## src/rtl/target_node_if.sv

```systemverilog
// Bit-serial bus between a bus controller and a target endpoint.
// The controller drives the serial fields and direction; the target returns read data and status.
interface target_node_if;
   logic bus_data_in;
   logic bus_data_in_valid;
   logic bus_mode;
   logic target_rw;
   logic bus_data_out;
   logic bus_data_out_valid;
   logic bus_target_ready;
   logic bus_target_rw;
   logic bus_target_ack;

   modport master (
      output bus_data_in, bus_data_in_valid, bus_mode, target_rw,
      input  bus_data_out, bus_data_out_valid, bus_target_ready, bus_target_rw, bus_target_ack
   );

   modport slave (
      input  bus_data_in, bus_data_in_valid, bus_mode, target_rw,
      output bus_data_out, bus_data_out_valid, bus_target_ready, bus_target_rw, bus_target_ack
   );
endinterface

```

## src/rtl/target_node.sv

```systemverilog
// Serial-bus target endpoint: collects a 16-bit address and an 8-bit write byte LSB-first,
// writes them into a byte memory, or returns the addressed byte serially LSB-first.
module target_node #(
   parameter int MEM_DEPTH = 256
) (
   input  logic         clk,
   input  logic         rst,
   target_node_if.slave bus
);

   localparam int AW = (MEM_DEPTH > 1) ? $clog2(MEM_DEPTH) : 1;

   typedef enum logic [2:0] {
      IDLE,
      RX,
      WRITE,
      FETCH,
      TX,
      ACK
   } state_t;

   state_t          state_q, state_d;
   logic [AW-1:0]   addr_sr;     // only the bits that select a location; upper address bits alias
   logic [4:0]      addr_cnt;
   logic [7:0]      data_sr;
   logic [3:0]      data_cnt;
   logic            rw_q;
   logic [7:0]      tx_sr;
   logic [2:0]      tx_cnt;
   logic            ready_q;
   logic [7:0]      mem [MEM_DEPTH];

   logic            cap_en;
   logic            cap_addr;
   logic            cap_data;
   logic            addr_last;
   logic            addr_full;
   logic            data_full;
   logic            rw_d;

   // Capture is only open while collecting a transaction; surplus bits are dropped.
   assign cap_en    = bus.bus_data_in_valid && ((state_q == IDLE) || (state_q == RX));
   assign cap_addr  = cap_en && !bus.bus_mode && (addr_cnt != 5'd16);
   assign cap_data  = cap_en &&  bus.bus_mode && (data_cnt != 4'd8);
   assign addr_last = cap_addr && (addr_cnt == 5'd15);
   assign addr_full = (addr_cnt == 5'd16) || addr_last;
   assign data_full = (data_cnt == 4'd8) || (cap_data && (data_cnt == 4'd7));
   assign rw_d      = addr_last ? bus.target_rw : rw_q;

   // NOTE: every variable assigned in always_comb gets a default first so no latch is inferred.
   always_comb begin
      state_d = state_q;
      unique case (state_q)
         IDLE:  if (cap_en) state_d = RX;
         RX: begin
            if (addr_full) begin
               if (!rw_d)          state_d = FETCH;
               else if (data_full) state_d = WRITE;
            end
         end
         WRITE: state_d = IDLE;
         FETCH: state_d = TX;
         TX:    if (tx_cnt == 3'd7) state_d = ACK;
         ACK:   state_d = IDLE;
         default: state_d = IDLE;
      endcase
   end

   // NOTE: sequential state uses non-blocking assignments so all registers update from pre-edge values.
   always_ff @(posedge clk or posedge rst) begin
      if (rst) begin
         state_q  <= IDLE;
         ready_q  <= 1'b0;
         addr_sr  <= '0;
         addr_cnt <= '0;
         data_sr  <= '0;
         data_cnt <= '0;
         rw_q     <= 1'b0;
         tx_sr    <= '0;
         tx_cnt   <= '0;
      end else begin
         state_q <= state_d;
         ready_q <= (state_d == IDLE);
         if (state_d == IDLE) begin
            addr_sr  <= '0;
            addr_cnt <= '0;
            data_sr  <= '0;
            data_cnt <= '0;
            rw_q     <= 1'b0;
            tx_sr    <= '0;
            tx_cnt   <= '0;
         end else begin
            if (cap_addr) begin
               for (int i = 0; i < AW; i++) begin
                  if (addr_cnt == 5'(i)) addr_sr[i] <= bus.bus_data_in;
               end
               addr_cnt <= addr_cnt + 5'd1;
            end
            if (cap_data) begin
               data_sr[data_cnt[2:0]] <= bus.bus_data_in;
               data_cnt               <= data_cnt + 4'd1;
            end
            if (addr_last) rw_q <= bus.target_rw;
            if (state_q == FETCH) begin
               tx_sr  <= mem[addr_sr];
               tx_cnt <= '0;
            end else if (state_q == TX) begin
               tx_sr  <= {1'b0, tx_sr[7:1]};
               tx_cnt <= tx_cnt + 3'd1;
            end
         end
      end
   end

   // NOTE: the memory is cleared by reset here, so it maps to flops rather than a RAM macro.
   always_ff @(posedge clk or posedge rst) begin
      if (rst) begin
         for (int i = 0; i < MEM_DEPTH; i++) mem[i] <= 8'h00;
      end else if (state_q == WRITE) begin
         mem[addr_sr] <= data_sr;
      end
   end

   assign bus.bus_data_out_valid = (state_q == TX);
   assign bus.bus_data_out       = (state_q == TX) && tx_sr[0];
   assign bus.bus_target_ack     = (state_q == WRITE) || (state_q == ACK);
   assign bus.bus_target_ready   = ready_q;
   assign bus.bus_target_rw      = bus.target_rw;

endmodule

```

## src/flat_wrapper.sv

```systemverilog
// flat-port wrapper written by rule: the top's interface ports become plain ports
module target_node_flat 
#(
   parameter int MEM_DEPTH = 256
)
  (clk, rst, bus_bus_data_in, bus_bus_data_in_valid, bus_bus_mode, bus_target_rw, bus_bus_data_out, bus_bus_data_out_valid, bus_bus_target_ready, bus_bus_target_rw, bus_bus_target_ack);
  target_node_if bus_i ();
  input  logic clk;
  input  logic rst;
  input wire logic [$bits(bus_i.bus_data_in)-1:0] bus_bus_data_in;
  input wire logic [$bits(bus_i.bus_data_in_valid)-1:0] bus_bus_data_in_valid;
  input wire logic [$bits(bus_i.bus_mode)-1:0] bus_bus_mode;
  input wire logic [$bits(bus_i.target_rw)-1:0] bus_target_rw;
  output wire logic [$bits(bus_i.bus_data_out)-1:0] bus_bus_data_out;
  output wire logic [$bits(bus_i.bus_data_out_valid)-1:0] bus_bus_data_out_valid;
  output wire logic [$bits(bus_i.bus_target_ready)-1:0] bus_bus_target_ready;
  output wire logic [$bits(bus_i.bus_target_rw)-1:0] bus_bus_target_rw;
  output wire logic [$bits(bus_i.bus_target_ack)-1:0] bus_bus_target_ack;
  assign bus_i.bus_data_in = bus_bus_data_in;
  assign bus_i.bus_data_in_valid = bus_bus_data_in_valid;
  assign bus_i.bus_mode = bus_bus_mode;
  assign bus_i.target_rw = bus_target_rw;
  assign bus_bus_data_out = bus_i.bus_data_out;
  assign bus_bus_data_out_valid = bus_i.bus_data_out_valid;
  assign bus_bus_target_ready = bus_i.bus_target_ready;
  assign bus_bus_target_rw = bus_i.bus_target_rw;
  assign bus_bus_target_ack = bus_i.bus_target_ack;
  target_node #(.MEM_DEPTH(MEM_DEPTH)) u_core (.clk(clk), .rst(rst), .bus(bus_i));
endmodule
```

## config.mk

```make
export PLATFORM = sky130hd
export DESIGN_NAME = target_node_flat
export DESIGN_NICKNAME = d
export VERILOG_FILES = /design/src/rtl/target_node_if.sv /design/src/rtl/target_node.sv /design/src/flat_wrapper.sv
export SDC_FILE = /design/constraint.sdc
export NUM_CORES = 2
export LEC_CHECK = 0
export CORE_ASPECT_RATIO = 0.5
export CORE_UTILIZATION = 64
export CTS_CLUSTER_DIAMETER = 30
export DETAILED_ROUTE_END_ITERATION = 10
export PLACE_DENSITY = 0.8
export SLEW_MARGIN = 20
export SYNTH_ARGS = -nofsm -noshare
export SYNTH_HDL_FRONTEND = slang
export SYNTH_SLANG_ARGS = --single-unit
```

## constraint.sdc

```tcl
create_clock -name clk -period 80.4 [get_ports clk]
set_input_delay 16.08 -clock clk [delete_from_list [all_inputs] [get_ports clk]]
set_output_delay 16.08 -clock clk [all_outputs]
set_load 0.1 [all_outputs]
```

**Yosys cells after proc, flatten, opt, wreduce, memory -nomap -nowiden**

Cells that the tools add are included.

- Memory bits (read-only): 0
- Register bits after elaboration: 2089
- Bits of input ports: 6
- Bits in writable memories: 0
- Memories kept: 0
- Logic and storage cells: 375
- Bits in latches: 0

- Add/subtract/negate cells: 3
- Equality and inequality tests: 19
- Divide/modulo/power cells: 0
- Bitwise logic cells: 1
- $mul: 0
- Shifts and indexed selects: 0
- Reductions and logical operators: 37
- Multiplexer cells: 39
- $lt $le $gt $ge: 4

Operators by type and width:

| kind | number |
|---|---|
| $bwmux 2048 | 1 |
| $mux 8 | 10 |
| $bmux 8 s8 | 1 |
| $demux 8 s8 | 1 |
| $mux 3 | 8 |
| $eq 5x3->1 const B | 4 |
| $reduce_bool 2->1 | 10 |
| $reduce_and 2->1 | 8 |
| $pmux 3 s4 | 1 |
| $mux 1 | 11 |
| $eq 5x2->1 const B | 2 |
| $logic_and 1x1->1 | 10 |
| $mux 5 | 2 |
| $eq 3x3->1 const B | 3 |
| $ge 9x9->1 const B | 1 |
| $lt 9x1->1 const B | 1 |
| $not 8->9 | 1 |
| $bwmux 8 | 1 |
| $mux 4 | 2 |
| $eq 3x2->1 const B | 2 |
| $logic_not 3->1 | 2 |
| $add 5x1->5 const B | 1 |
| $eq 5x1->1 const B | 1 |
| $eq 5x4->1 const B | 1 |
| other kinds (15) | 18 |

**Logic depth before layout (Yosys ltp)**

- Depth in word-level cells: 14
- Gate-level depth with buffers: 13
- Mapped depth without buffers: 8

**Worst setup path after synthesis**

No wires, ideal clock.

- Path kind: input -> output
- From: input port bus_target_rw
- To: output port bus_bus_target_rw
- Setup slack: 47.977 ns
- Cell stages on the path: 1
- Buffers on the path: 1
- Arrival: 16.343 ns
- Cells stage by stage: buf_4

RTL lines:

| element | line | source |
|---|---|---|
| start: declaration | flat_wrapper.sv:13 | `input wire logic [$bits(bus_i.target_rw)-1:0] bus_target_rw;` |
| end: declaration | flat_wrapper.sv:17 | `output wire logic [$bits(bus_i.bus_target_rw)-1:0] bus_bus_target_rw;` |

No word-level cell between the ends.

**Worst setup path in the final report**

- From: input port bus_target_rw
- To: output port bus_bus_target_rw

No word-level cell between the ends.

==> metrics <==
status=finished, final reports clean; Post-Route WL=252800 µm; worst path bufs/invs=2; initial DRC count=5794; Setup crit start kind=input pin; most frequent cells in the layout=2077 x dfrtp_1, 2056 x mux2_2, 515 x mux4_2; slowest cell on the critical path=clkdlybuf4s50_1; Syn. warnings=0; Clock Pin Slew Worst Setup and Hold Paths=60 ps; Setup Viol. Count Final=0; Buffers on Ports=10; DR DRC count=0; CTS Sinks=2089; Crit path top cell by count=clkdlybuf4s50_1; wire per inst=30.73 µm; Die W=547.8 µm; asr flop ratio synth=100.0%; Mapped Cells=6143; layout cells sized above 1=51.40%; post-DP HPWL=158400 µm; worst-path cell chain=clkdlybuf4s50_1 -> clkdlybuf4s50_1; grt total ovfl=0; number of global-route vias before repair=59190; P per Cell Area=23.81 nW/µm²; Max clock buf depth=4; syn_nets=6158; global-route wire length before repair=385300 µm; leading cell type in the layout, fill and taps excluded=dfrtp_1; # diodes=0; Min Hold Slack=499.9 ps; Filler cells=8894; hold crit path type=flip-flop to flip-flop; Final Hold Vio Count=0; final RePlAce weighted congestion=0.9526; CP max stage delay=1160 ps; Synth cell types=62; TritonRoute pass-1 iters=5; all-layer global routing usage=34.45%; fmax=29.52 MHz; Boundary Pins=11; main flop type after synthesis=dfrtp_1; minimum clock period=33870 ps; synthesized flop and latch total=2089; EDFF count, synth=0; DP Cell Count=7786; RSZ-0062 raised after global routing=false; mapped cell area=95330 µm²; hold-fix buffers at CTS=0; LEAKAGE=0.05051 µW; clk_lat worst skew=870 ps; Total Neg Setup Slack=0 ps; largest net degree at the start of global routing=201; Arrival @ worst endpoint=17790 ps; clock tree root driver cell=clkbuf_16; Setup Buffers After CTS=0; Die ar.=150600 µm²; Final ANT Viol Nets=0; via density per instance=6.845; Final Skew=65.97 ps; sequential share of the synthesized area=54.84%; htree depth=4; Setup crit end kind=output pin; Initial Utilization=64.94%; Worst EP required=64320 ps; vias=56310; Die Ht=274.9 µm; CTS buffer count=236; Slew @ Worst Pin=1189 ps; Rows=99; period utilisation layout=42.13%; CP Max Fanout=3; Nets=6072; CTS tree=yes; Top delay family on crit path=buffers and inverters; antenna violations before repair=5; Max Cap Viol=0; Slew HR=20.15%; final std cells w/o fill=8226; syn avg cell area=15.52 µm²; area delta synth->final=10.60%; core area=146800 µm²; crit path kind=input pin to output pin; Max VDD drop=0.02038 mV; final count of pins violating max slew=0; post-CTS resize count=0
through the flow:
step           worst slack, ps  power [µW]  util [%]  instance area (µm²)
2_1_floorplan             5308        1312         -                95330
3_3_place_gp             46520        1386     66.10                97020
3_5_place_dp             46530        1392     66.10                97030
4_1_cts                  46530        2517     71.76               105300
5_1_grt                  46520        2585     71.83               105400
6_report                 46530        2511     71.83               105400
where the power goes:
group | internal, µW | switching, µW
logic | 89.7 | 204
registers | 1060 | 23.6
clock network | 667 | 469
registers in the layout, summed over array words and instances (netlist names):
| signal | cells |
|---|---|
| u_core.data_cnt | 4 |
| u_core.addr_sr | 8 |
| u_core.tx_sr | 8 |
| u_core.tx_cnt | 3 |
| u_core.rw_q | 1 |
| u_core.bus.bus_target_ready | 1 |
| u_core.mem | 2048 |
| u_core.state_q | 3 |
| u_core.addr_cnt | 5 |
| u_core.data_sr | 8 |
synth_stat cells (4+ instances only):
cell type / count / area [µm²]
nor2b_1: 18 / 112.6
mux4_2: 515 / 11600
nor2_1: 84 / 315.3
nor2_2: 8 / 50.05
buf_2: 74 / 370.4
nor4_1: 6 / 37.54
a22o_1: 7 / 61.31
dfrtp_1: 2089 / 52280
nor3b_1: 5 / 37.54
a31oi_1: 9 / 56.30
nor3_1: 15 / 75.07
buf_6: 8 / 90.09
o21ai_0: 11 / 55.05
a32oi_1: 21 / 183.9
buf_1: 19 / 71.32
mux2_2: 2056 / 23150
nand4_1: 18 / 112.6
a221oi_1: 17 / 148.9
a2111oi_0: 7 / 61.31
nand3_1: 42 / 210.2
clkbuf_1: 303 / 1137
nand2b_1: 9 / 56.30
mux2i_1: 159 / 1592
ha_1: 9 / 112.6
nor3_2: 4 / 40.04
a22oi_1: 56 / 420.4
o32ai_1: 4 / 35.03
a32o_1: 8 / 80.08
inv_1: 10 / 37.54
buf_4: 53 / 397.9
a21oi_1: 32 / 160.2
and2_1: 6 / 37.54
a211oi_1: 10 / 75.07
nand2_2: 52 / 325.3
o22ai_1: 11 / 68.82
nand2_1: 340 / 1276
final timing paths:
kind | slack, ps | end | start | cells past startpoint
min in group asynchronous | 15820 | u_core.mem[1363] | rst | 2
worst min-delay path | 500 | u_core.mem[1675] | u_core.mem[1675] | 1
max in group asynchronous | 60490 | u_core.mem[1695] | rst | 6
worst min register to register | 500 | u_core.mem[1675] | u_core.mem[1675] | 1
worst max register to register | 74160 | u_core.tx_sr[5] | u_core.addr_sr[0] | 11
worst max-delay path | 46530 | bus_bus_target_rw | bus_target_rw | 2
routing by layer:
layer,wire length (µm),part of all wire (%),vias up,GRT usage (%)
li1,-,-,22830,-
met1,103000,41,30570,48.25
met2,115200,46,2350,51.84
met3,24700,9.8,555,10.09
met4,9906,3.9,6,12.82
met5,41,0.016,-,0
final cells by class:
class	count	area [µm²]	share of cell area, %
clock buffers	279	6364	6.036
flip-flops and latches	2089	52320	49.62
repair buffers	134	1200	1.138
well taps	1969	2464	2.337
multi-input cells	3585	41090	38.97
inverters	11	50.05	0.04747
clock inverters	159	1947	1.846
cell families after synthesis:
logic type | count (synthesis) | share of synthesized area, %
flops | 2089 | 54.84
buf+inv | 469 | 2.233
fa+ha+maj | 9 | 0.1181
simple gates | 625 | 2.954
mux | 2730 | 38.12
compound gates | 216 | 1.689
xor+xnor | 5 | 0.04595
(Power assumes the default switching activity.)
